**src/rtl/vdp_pkg.sv**
```systemverilog
// -----------------------------------------------------------------------------
// vdp_pkg
// Shared definitions for the VDP host port initiator:
//   - host command op codes (OP_REG_WR .. OP_RD)
//   - VDP bus mode constants (MODE_SELECT, MODE_REG, MODE_VRAM)
//   - VDP register indices 0..17
//   - bus cycle state encoding and a helper that converts a phase length in
//     cycles into the down-counter load value
// -----------------------------------------------------------------------------
package vdp_pkg;

    typedef enum logic [1:0] {
        OP_REG_WR  = 2'd0,
        OP_VRAM_WR = 2'd1,
        OP_RAW_WR  = 2'd2,
        OP_RD      = 2'd3
    } vdp_op_e;

    localparam logic [1:0] MODE_SELECT = 2'd0;
    localparam logic [1:0] MODE_REG    = 2'd1;
    localparam logic [1:0] MODE_VRAM   = 2'd2;

    localparam logic [7:0] VRAM_WADDR_LO   = 8'd0;
    localparam logic [7:0] VRAM_WADDR_HI   = 8'd1;
    localparam logic [7:0] VRAM_RADDR_LO   = 8'd2;
    localparam logic [7:0] VRAM_RADDR_HI   = 8'd3;
    localparam logic [7:0] H_TOTAL_LO      = 8'd4;
    localparam logic [7:0] H_TOTAL_HI      = 8'd5;
    localparam logic [7:0] H_ACTIVE_LO     = 8'd6;
    localparam logic [7:0] H_ACTIVE_HI     = 8'd7;
    localparam logic [7:0] H_SYNC_START_LO = 8'd8;
    localparam logic [7:0] H_SYNC_START_HI = 8'd9;
    localparam logic [7:0] H_SYNC_LEN      = 8'd10;
    localparam logic [7:0] V_TOTAL_LO      = 8'd11;
    localparam logic [7:0] V_TOTAL_HI      = 8'd12;
    localparam logic [7:0] V_ACTIVE_LO     = 8'd13;
    localparam logic [7:0] V_ACTIVE_HI     = 8'd14;
    localparam logic [7:0] V_SYNC_START_LO = 8'd15;
    localparam logic [7:0] V_SYNC_START_HI = 8'd16;
    localparam logic [7:0] V_SYNC_LEN      = 8'd17;
    localparam int unsigned VDP_NUM_REGS   = 18;

    typedef enum logic [1:0] {
        CYC_IDLE   = 2'd0,
        CYC_SETUP  = 2'd1,
        CYC_STROBE = 2'd2,
        CYC_HOLD   = 2'd3
    } cyc_state_e;

    // A phase lasting N cycles counts N-1 down to 0.
    function automatic logic [7:0] phase_load(input int unsigned cycles);
        phase_load = 8'(cycles - 32'd1);
    endfunction

endpackage

```
**src/rtl/vdp_bus_cycle.sv**
```systemverilog
// -----------------------------------------------------------------------------
// vdp_bus_cycle
// Executes one timed VDP bus cycle: SETUP (mode/data driven), STROBE (read or
// write strobe high), HOLD (mode/data held, strobe low). A new start is taken
// in IDLE or on the final HOLD cycle, so a second phase follows with no gap.
// Ports:
//   clk, reset       clock, synchronous active-high reset
//   start            begin a cycle (taken only when idle or finishing HOLD)
//   start_mode/data  mode and write byte for the cycle
//   start_is_read    cycle pulses bus_read instead of bus_write, data untouched
//   bus_mode, bus_read, bus_write, bus_data_out   registered VDP bus outputs
//   cyc_busy         state is not IDLE
//   done             last HOLD cycle
//   rd_capture       last STROBE cycle of a read; sample read data this edge
// -----------------------------------------------------------------------------
module vdp_bus_cycle
    import vdp_pkg::*;
#(
    parameter int unsigned SETUP_CYCLES  = 1,
    parameter int unsigned STROBE_CYCLES = 2,
    parameter int unsigned HOLD_CYCLES   = 1
) (
    input  logic       clk,
    input  logic       reset,
    input  logic       start,
    input  logic [1:0] start_mode,
    input  logic [7:0] start_data,
    input  logic       start_is_read,
    output logic [1:0] bus_mode,
    output logic       bus_read,
    output logic       bus_write,
    output logic [7:0] bus_data_out,
    output logic       cyc_busy,
    output logic       done,
    output logic       rd_capture
);

    localparam logic [7:0] SETUP_LOAD  = phase_load(SETUP_CYCLES);
    localparam logic [7:0] STROBE_LOAD = phase_load(STROBE_CYCLES);
    localparam logic [7:0] HOLD_LOAD   = phase_load(HOLD_CYCLES);

    cyc_state_e state_r;
    cyc_state_e state_next_s;
    logic [7:0] cnt_r;
    logic [7:0] cnt_next_s;
    logic       is_read_r;
    logic [1:0] mode_r;
    logic [7:0] data_r;
    logic       rd_r;
    logic       wr_r;
    logic       done_s;
    logic       accept_s;

    assign done_s   = (state_r == CYC_HOLD) && (cnt_r == 8'd0);
    assign accept_s = start && ((state_r == CYC_IDLE) || done_s);

    // Next state and phase counter
    always_comb begin
        state_next_s = state_r;
        cnt_next_s   = cnt_r;
        case (state_r)
            CYC_IDLE: begin
                if (accept_s) begin
                    state_next_s = CYC_SETUP;
                    cnt_next_s   = SETUP_LOAD;
                end else begin
                    state_next_s = CYC_IDLE;
                    cnt_next_s   = 8'd0;
                end
            end
            CYC_SETUP: begin
                if (cnt_r == 8'd0) begin
                    state_next_s = CYC_STROBE;
                    cnt_next_s   = STROBE_LOAD;
                end else begin
                    cnt_next_s   = cnt_r - 8'd1;
                end
            end
            CYC_STROBE: begin
                if (cnt_r == 8'd0) begin
                    state_next_s = CYC_HOLD;
                    cnt_next_s   = HOLD_LOAD;
                end else begin
                    cnt_next_s   = cnt_r - 8'd1;
                end
            end
            CYC_HOLD: begin
                if (cnt_r != 8'd0) begin
                    cnt_next_s   = cnt_r - 8'd1;
                end else if (accept_s) begin
                    state_next_s = CYC_SETUP;
                    cnt_next_s   = SETUP_LOAD;
                end else begin
                    state_next_s = CYC_IDLE;
                    cnt_next_s   = 8'd0;
                end
            end
            default: begin
                state_next_s = CYC_IDLE;
                cnt_next_s   = 8'd0;
            end
        endcase
    end

    // State, counter and registered bus outputs
    always_ff @(posedge clk) begin
        if (reset) begin
            state_r   <= CYC_IDLE;
            cnt_r     <= 8'd0;
            is_read_r <= 1'b0;
            mode_r    <= 2'd0;
            data_r    <= 8'd0;
            rd_r      <= 1'b0;
            wr_r      <= 1'b0;
        end else begin
            state_r <= state_next_s;
            cnt_r   <= cnt_next_s;
            // Mode/data only change on the edge entering SETUP; reads leave data alone.
            if (accept_s) begin
                is_read_r <= start_is_read;
                mode_r    <= start_mode;
                data_r    <= start_is_read ? data_r : start_data;
            end
            // Strobes follow STROBE state exactly, so read and write never overlap.
            rd_r <= (state_next_s == CYC_STROBE) &&  is_read_r;
            wr_r <= (state_next_s == CYC_STROBE) && !is_read_r;
        end
    end

    assign bus_mode     = mode_r;
    assign bus_data_out = data_r;
    assign bus_read     = rd_r;
    assign bus_write    = wr_r;
    assign cyc_busy     = (state_r != CYC_IDLE);
    assign done         = done_s;
    assign rd_capture   = (state_r == CYC_STROBE) && (cnt_r == 8'd0) && is_read_r;

endmodule

```
**src/rtl/vdp_host_bus.sv**
```systemverilog
// -----------------------------------------------------------------------------
// vdp_host_bus
// CPU-side initiator for the VDP host port. Accepts valid/ready commands and
// turns them into timed bus cycles: REG_WR (select phase, then value phase),
// VRAM_WR, RAW_WR and RD. Read data is returned on rsp_data with a one-cycle
// rsp_valid pulse.
// Ports:
//   clk, reset                       clock, synchronous active-high reset
//   cmd_valid/cmd_ready              command handshake (ready only when idle)
//   cmd_op, cmd_mode, cmd_reg, cmd_data   command fields, captured at accept
//   rsp_valid, rsp_data              read response
//   busy                             bus cycle in progress
//   bus_mode, bus_read, bus_write, bus_data_out, bus_data_in   VDP bus
// Optional feature (macro VDP_HOST_SELECT_CACHE_EN): remember the last
// register select issued and skip the select phase when a REG_WR targets the
// same register. A RAW_WR/RD in select mode invalidates the cache.
// -----------------------------------------------------------------------------
module vdp_host_bus
    import vdp_pkg::*;
#(
    parameter int unsigned SETUP_CYCLES  = 1,
    parameter int unsigned STROBE_CYCLES = 2,
    parameter int unsigned HOLD_CYCLES   = 1
) (
    input  logic       clk,
    input  logic       reset,
    input  logic       cmd_valid,
    output logic       cmd_ready,
    input  logic [1:0] cmd_op,
    input  logic [1:0] cmd_mode,
    input  logic [7:0] cmd_reg,
    input  logic [7:0] cmd_data,
    output logic       rsp_valid,
    output logic [7:0] rsp_data,
    output logic       busy,
    output logic [1:0] bus_mode,
    output logic       bus_read,
    output logic       bus_write,
    output logic [7:0] bus_data_out,
    input  logic [7:0] bus_data_in
);

    logic       cyc_busy_s;
    logic       cyc_done_s;
    logic       rd_capture_s;
    logic       start_s;
    logic [1:0] start_mode_s;
    logic [7:0] start_data_s;
    logic       start_is_read_s;
    logic       accept_s;
    logic       skip_select_s;
    logic       phase_b_pending_r;
    logic [7:0] phase_b_data_r;
    logic       rsp_valid_r;
    logic [7:0] rsp_data_r;

    assign cmd_ready = ~cyc_busy_s & ~reset;
    assign accept_s  = cmd_valid & cmd_ready;
    assign busy      = cyc_busy_s;

`ifdef VDP_HOST_SELECT_CACHE_EN
    logic       sel_valid_r;
    logic [7:0] sel_idx_r;

    assign skip_select_s = sel_valid_r && (cmd_reg == sel_idx_r);

    // Track the register currently selected inside the VDP
    always_ff @(posedge clk) begin
        if (reset) begin
            sel_valid_r <= 1'b0;
            sel_idx_r   <= 8'd0;
        end else if (accept_s) begin
            case (cmd_op)
                OP_REG_WR: begin
                    sel_valid_r <= 1'b1;
                    sel_idx_r   <= cmd_reg;
                end
                OP_RAW_WR, OP_RD: begin
                    // A raw select-mode cycle may have moved the VDP's selection.
                    if (cmd_mode == MODE_SELECT) begin
                        sel_valid_r <= 1'b0;
                    end
                end
                default: begin
                    sel_valid_r <= sel_valid_r;
                end
            endcase
        end
    end
`else
    assign skip_select_s = 1'b0;
`endif

    // Choose the phase to launch: a fresh command, or the value phase of a REG_WR
    always_comb begin
        start_s         = 1'b0;
        start_mode_s    = 2'd0;
        start_data_s    = 8'd0;
        start_is_read_s = 1'b0;
        if (accept_s) begin
            start_s = 1'b1;
            case (cmd_op)
                OP_REG_WR: begin
                    if (skip_select_s) begin
                        start_mode_s = MODE_REG;
                        start_data_s = cmd_data;
                    end else begin
                        start_mode_s = MODE_SELECT;
                        start_data_s = cmd_reg;
                    end
                end
                OP_VRAM_WR: begin
                    start_mode_s = MODE_VRAM;
                    start_data_s = cmd_data;
                end
                OP_RAW_WR: begin
                    start_mode_s = cmd_mode;
                    start_data_s = cmd_data;
                end
                OP_RD: begin
                    start_mode_s    = cmd_mode;
                    start_is_read_s = 1'b1;
                end
                default: begin
                    start_s = 1'b0;
                end
            endcase
        end else if (cyc_done_s && phase_b_pending_r) begin
            start_s      = 1'b1;
            start_mode_s = MODE_REG;
            start_data_s = phase_b_data_r;
        end else begin
            start_s = 1'b0;
        end
    end

    // Remember the pending value phase of a REG_WR
    always_ff @(posedge clk) begin
        if (reset) begin
            phase_b_pending_r <= 1'b0;
            phase_b_data_r    <= 8'd0;
        end else if (accept_s) begin
            phase_b_pending_r <= (cmd_op == OP_REG_WR) && !skip_select_s;
            phase_b_data_r    <= cmd_data;
        end else if (cyc_done_s && phase_b_pending_r) begin
            phase_b_pending_r <= 1'b0;
        end
    end

    // Read response: capture on the edge leaving STROBE, pulse valid once
    always_ff @(posedge clk) begin
        if (reset) begin
            rsp_valid_r <= 1'b0;
            rsp_data_r  <= 8'd0;
        end else begin
            rsp_valid_r <= rd_capture_s;
            if (rd_capture_s) begin
                rsp_data_r <= bus_data_in;
            end
        end
    end

    assign rsp_valid = rsp_valid_r;
    assign rsp_data  = rsp_data_r;

    vdp_bus_cycle #(
        .SETUP_CYCLES  (SETUP_CYCLES),
        .STROBE_CYCLES (STROBE_CYCLES),
        .HOLD_CYCLES   (HOLD_CYCLES)
    ) u_bus_cycle (
        .clk           (clk),
        .reset         (reset),
        .start         (start_s),
        .start_mode    (start_mode_s),
        .start_data    (start_data_s),
        .start_is_read (start_is_read_s),
        .bus_mode      (bus_mode),
        .bus_read      (bus_read),
        .bus_write     (bus_write),
        .bus_data_out  (bus_data_out),
        .cyc_busy      (cyc_busy_s),
        .done          (cyc_done_s),
        .rd_capture    (rd_capture_s)
    );

endmodule

```
**config.mk**
```make
export PLATFORM = sky130hd
export DESIGN_NAME = vdp_host_bus
export DESIGN_NICKNAME = d
export VERILOG_FILES = /design/src/rtl/vdp_pkg.sv /design/src/rtl/vdp_bus_cycle.sv /design/src/rtl/vdp_host_bus.sv
export SDC_FILE = /design/constraint.sdc
export NUM_CORES = 1
export LEC_CHECK = 0
export ABC_AREA = 0
export CORE_MARGIN = 2
export CORE_UTILIZATION = 47
export CTS_CLUSTER_DIAMETER = 60
export DETAILED_ROUTE_END_ITERATION = 6
export PLACE_DENSITY = 0.78
export SLEW_MARGIN = 20
export SYNTH_ARGS = -nofsm -noshare
export SYNTH_HDL_FRONTEND = slang
export SYNTH_SLANG_ARGS = --single-unit
```
**constraint.sdc**
```tcl
create_clock -name clk -period 2.5 [get_ports clk]
set_input_delay 0.5 -clock clk [delete_from_list [all_inputs] [get_ports clk]]
set_output_delay 0.5 -clock clk [all_outputs]
set_load 0.005 [all_outputs]
```
==> qor.csv, run 1 <==
stage,metric,value,unit
power_and_ir_drop,P per Cell Area,843.0,nW/um^2
yosys,most frequent cell after synthesis,dfxtp_1,
clocking,post-CTS setup buffers,0,
routing,Avg WL per Cell,12.97,um
timing,achievable frequency,436.9,MHz
yosys,share of the synthesized area in the top cell type,44.66,%
critical_path,required time of the critical path,2000,ps
final_layout,share of cells above drive strength 1,8.494,%
critical_path,WP buf/inv,3,
yosys,Ys Warns,0,
power_and_ir_drop,P_leak,0.9389,nW
placed_design,DP Area,2407,um^2
critical_path,reg2reg path depth,6,
routing,DRC viols,0,
floorplan,I/O Pins,54,
routing,Antenna Nets Post-Route,0,
clocking,CTS root buf,clkbuf_8,
clocking,PostCTS Resize Cnt,0,
timing,clock skew,4.758,ps
critical_path,worst r2r src,u_bus_cycle.cnt_r[0]$_SDFF_PP0_,
critical_path,max incr delay on CP,480,ps
critical_path,CP Cell Sequence,"clkdlybuf4s50_1, buf_4, nor2_1, clkdlybuf4s50_1",
routing,DR vias,1590,
clocking,CTS H-tree lvls,2,
critical_path,Crit path arrival time,1790,ps
power_and_ir_drop,total power,2.102,mW
global_routing,global-route wire length before repair,6665,um
global_routing,antenna violations before repair,0,
critical_path,nature of the critical path startpoint,input pin,
final_layout,fin nets,295,
routing,DR pass1 iterations,4,
final_layout,Filler Cells Inserted,320,
yosys,Seq cells post-synth,41,
critical_path,Worst Setup SP,reset,
global_routing,layer with the highest usage,met2,
final_layout,P&R area growth vs syn,35.67,%
clocking,Clock Path Buffers,2,
critical_path,Crit path top cell by count,clkdlybuf4s50_1,
timing,setup TNS,0,ps
critical_path,Crit-path slowest cell,clkdlybuf4s50_1,
yosys,Cell variety after synth,42,
final_layout,multi-input logic area,924.6,um^2
global_routing,total grt overflow,0,
timing,final hold viol count,0,
outcome,outcome,finished clean,
min_path,worst hold path type,reg -> reg,
clocking,CTS Buf Count,5,
global_routing,largest net degree at the start of global routing,25,
critical_path,Crit. End Element,primary output,
yosys,synth cell count leaders,"dfxtp_1 (41), a21oi_1 (24), nand2_1 (22), nor2_1 (21), nor3_1 (13)",
power_and_ir_drop,Peak VDD IR,0.0004202,V
global_routing,met3 Track Usage GR,5.068,%
floorplan,die span in y,66.54,um
critical_path,"delay-heaviest family, CP",buffers and inverters,
placed_design,Detail Placement HPWL,2909,um
floorplan,initial core utilization,49.46,%
floorplan,Die Footprint,4427,um^2
timing,Pins Over Slew Limit,0,
timing,slew margin rel.,61.11,%
final_layout,Layout Utilization,67.10,%
yosys,post-synth top area cell,dfxtp_1,
clocking,CTS tree,built,
timing,unrepaired setup endpoints after global routing,false,
yosys,area of the mapped netlist,1838,um^2
routing,final wirelength,3981,um
global_routing,GR Layer Usage met1,25.60,%
yosys,Mapped Cells,207,
global_routing,vias in the first global route,1465,
critical_path,Critical Path Sink,cmd_ready,
final_layout,register area,820.8,um^2
global_routing,GRT Overall Usage,19.84,%
routing,drt initial violations,74,
floorplan,Die X,66.54,um
critical_path,Setup CP Type,in -> out,
placed_design,pre-CTS setup slack,126.3,ps
yosys,post-synth net total,243,
global_routing,M2 GR Usage,32.00,%
critical_path,worst reg-to-reg setup slack,370,ps
timing,Tcrit/Tclk final,91.55,%
timing,final setup fails,0,
floorplan,Rows,22,
clocking,Post-CTS Hold Fix Bufs,0,
timing,Worst Slack Setup Final,211.3,ps
yosys,post-synthesis async set-or-reset flop share,0,%
critical_path,Worst Path Max Fanout,24,
final_layout,ANT cells,0,
placed_design,buffers added on ports,53,
timing,Least-Margin Pin Slew,583.4,ps
critical_path,Levels on crit path,4,
critical_path,FF-to-FF End,u_bus_cycle.bus_data_out[2]$_SDFFE_PP0P_,
clocking,Clock transition at path regs,70,ps
yosys,Main synth FF type,dfxtp_1,
floorplan,Core ar.,3716,um^2
clocking,Clock Sinks,41,
placed_design,final RePlAce weighted congestion,0.8063,
routing,via/cell ratio,5.179,
timing,fin crit period,2289,ps
yosys,synth top area cells,"dfxtp_1 (45%), a21oi_1 (6.5%), mux2i_1 (4.9%), nand2_1 (4.5%), nor2_1 (4.3%)",
yosys,syn_area_per_cell,8.879,um^2
yosys,Post-synth EDFFs,0,
clocking,"Clk Latency, worst-skew pair",290,ps
yosys,post-synthesis sequential area ratio,44.66,%
final_layout,fin area,2494,um^2
run,Max-Cap Viols,0,
[tightest hold or removal path, delay by kind of cell, from the launching register on]
| family | cells | cell delay [ps] |
|---|---|---|
| AND/OR/NAND/NOR | 1 | 50 |
| flip-flops | 1 | 310 |
| AO/OA/AOI/OAI | 1 | 50 |
[power breakdown]
part           switching, mW  total (mW)  internal (mW)
clock network          0.211       0.430          0.219
logic                  0.412       0.835          0.423
registers             0.0886       0.837          0.748
[routing by layer]
metal  vias up  routed length [um]  part of all wire [%]
met5         -                   0                     0
met4         0                  48                   1.2
met3         5                 193                   4.8
met2        35                1904                    48
met1       724                1834                    46
li1        826                   -                     -
[placed cells by master, fill, tap and decap left out, types with 2 or more instances in the layout]
master,count
clkdlybuf4s50_1,53
dfxtp_1,41
a21oi_1,24
nand2_1,22
nor2_1,21
nor3_1,13
inv_1,9
mux2i_1,9
a22oi_1,8
o21ai_0,7
clkbuf_8,6
ha_1,5
buf_4,5
nand3_1,3
xor2_1,3
xnor2_1,3
o21ai_1,2
a21oi_2,2
[registers in the layout (all words and copies together), names as in the netlist]
register	cells
u_bus_cycle.is_read_r	1
u_bus_cycle.bus_read	1
u_bus_cycle.bus_write	1
u_bus_cycle.bus_data_out	8
u_bus_cycle.state_r	2
phase_b_pending_r	1
rsp_data	8
rsp_valid	1
phase_b_data_r	8
u_bus_cycle.cnt_r	8
u_bus_cycle.bus_mode	2
[area by class of cell]
| type | instances | area share, % |
|---|---|---|
| inverters | 9 | 1.355 |
| well taps | 48 | 2.408 |
| clock buffers | 7 | 3.462 |
| multi-input cells | 144 | 37.08 |
| repair buffers | 58 | 22.78 |
| flip-flops and latches | 41 | 32.92 |
[cell families (layout without fill, tap and decap cells)]
logic type	count (synthesis)	count (layout)	synth area share (%)
fa+ha+maj	5	5	3.404
xor+xnor	6	6	2.860
simple gates	73	73	20.70
compound gates	50	50	17.29
buf+inv	22	74	5.378
mux	10	10	5.718
flops	41	41	44.66
[metrics by stage]
stage	instances	hold slack [ps]
floorplan	207	436.7
global placement	300	443.8
detailed placement	300	446.7
CTS	307	456.5
global route	307	481.6
finish	307	456.6
[worst min path at each step]
stage	endpoint	start	depth (start not counted)
finish	phase_b_data_r[5]$_SDFFE_PP0P_	phase_b_data_r[5]$_SDFFE_PP0P_	2
global route	phase_b_data_r[1]$_SDFFE_PP0P_	phase_b_data_r[1]$_SDFFE_PP0P_	2
CTS	phase_b_data_r[1]$_SDFFE_PP0P_	phase_b_data_r[1]$_SDFFE_PP0P_	2
detailed placement	phase_b_data_r[1]$_SDFFE_PP0P_	phase_b_data_r[1]$_SDFFE_PP0P_	2
global placement	phase_b_data_r[1]$_SDFFE_PP0P_	phase_b_data_r[1]$_SDFFE_PP0P_	2
floorplan	phase_b_data_r[0]$_SDFFE_PP0P_	phase_b_data_r[0]$_SDFFE_PP0P_	2
(Power assumes the default switching activity.)
==> run 2: changes to the inputs <==
Settings changed: CAP_MARGIN set to 20, SLEW_MARGIN 20 to 40.
==> results of run 2 <==
Final layout, timing and power as in run 1 (identical DEF).
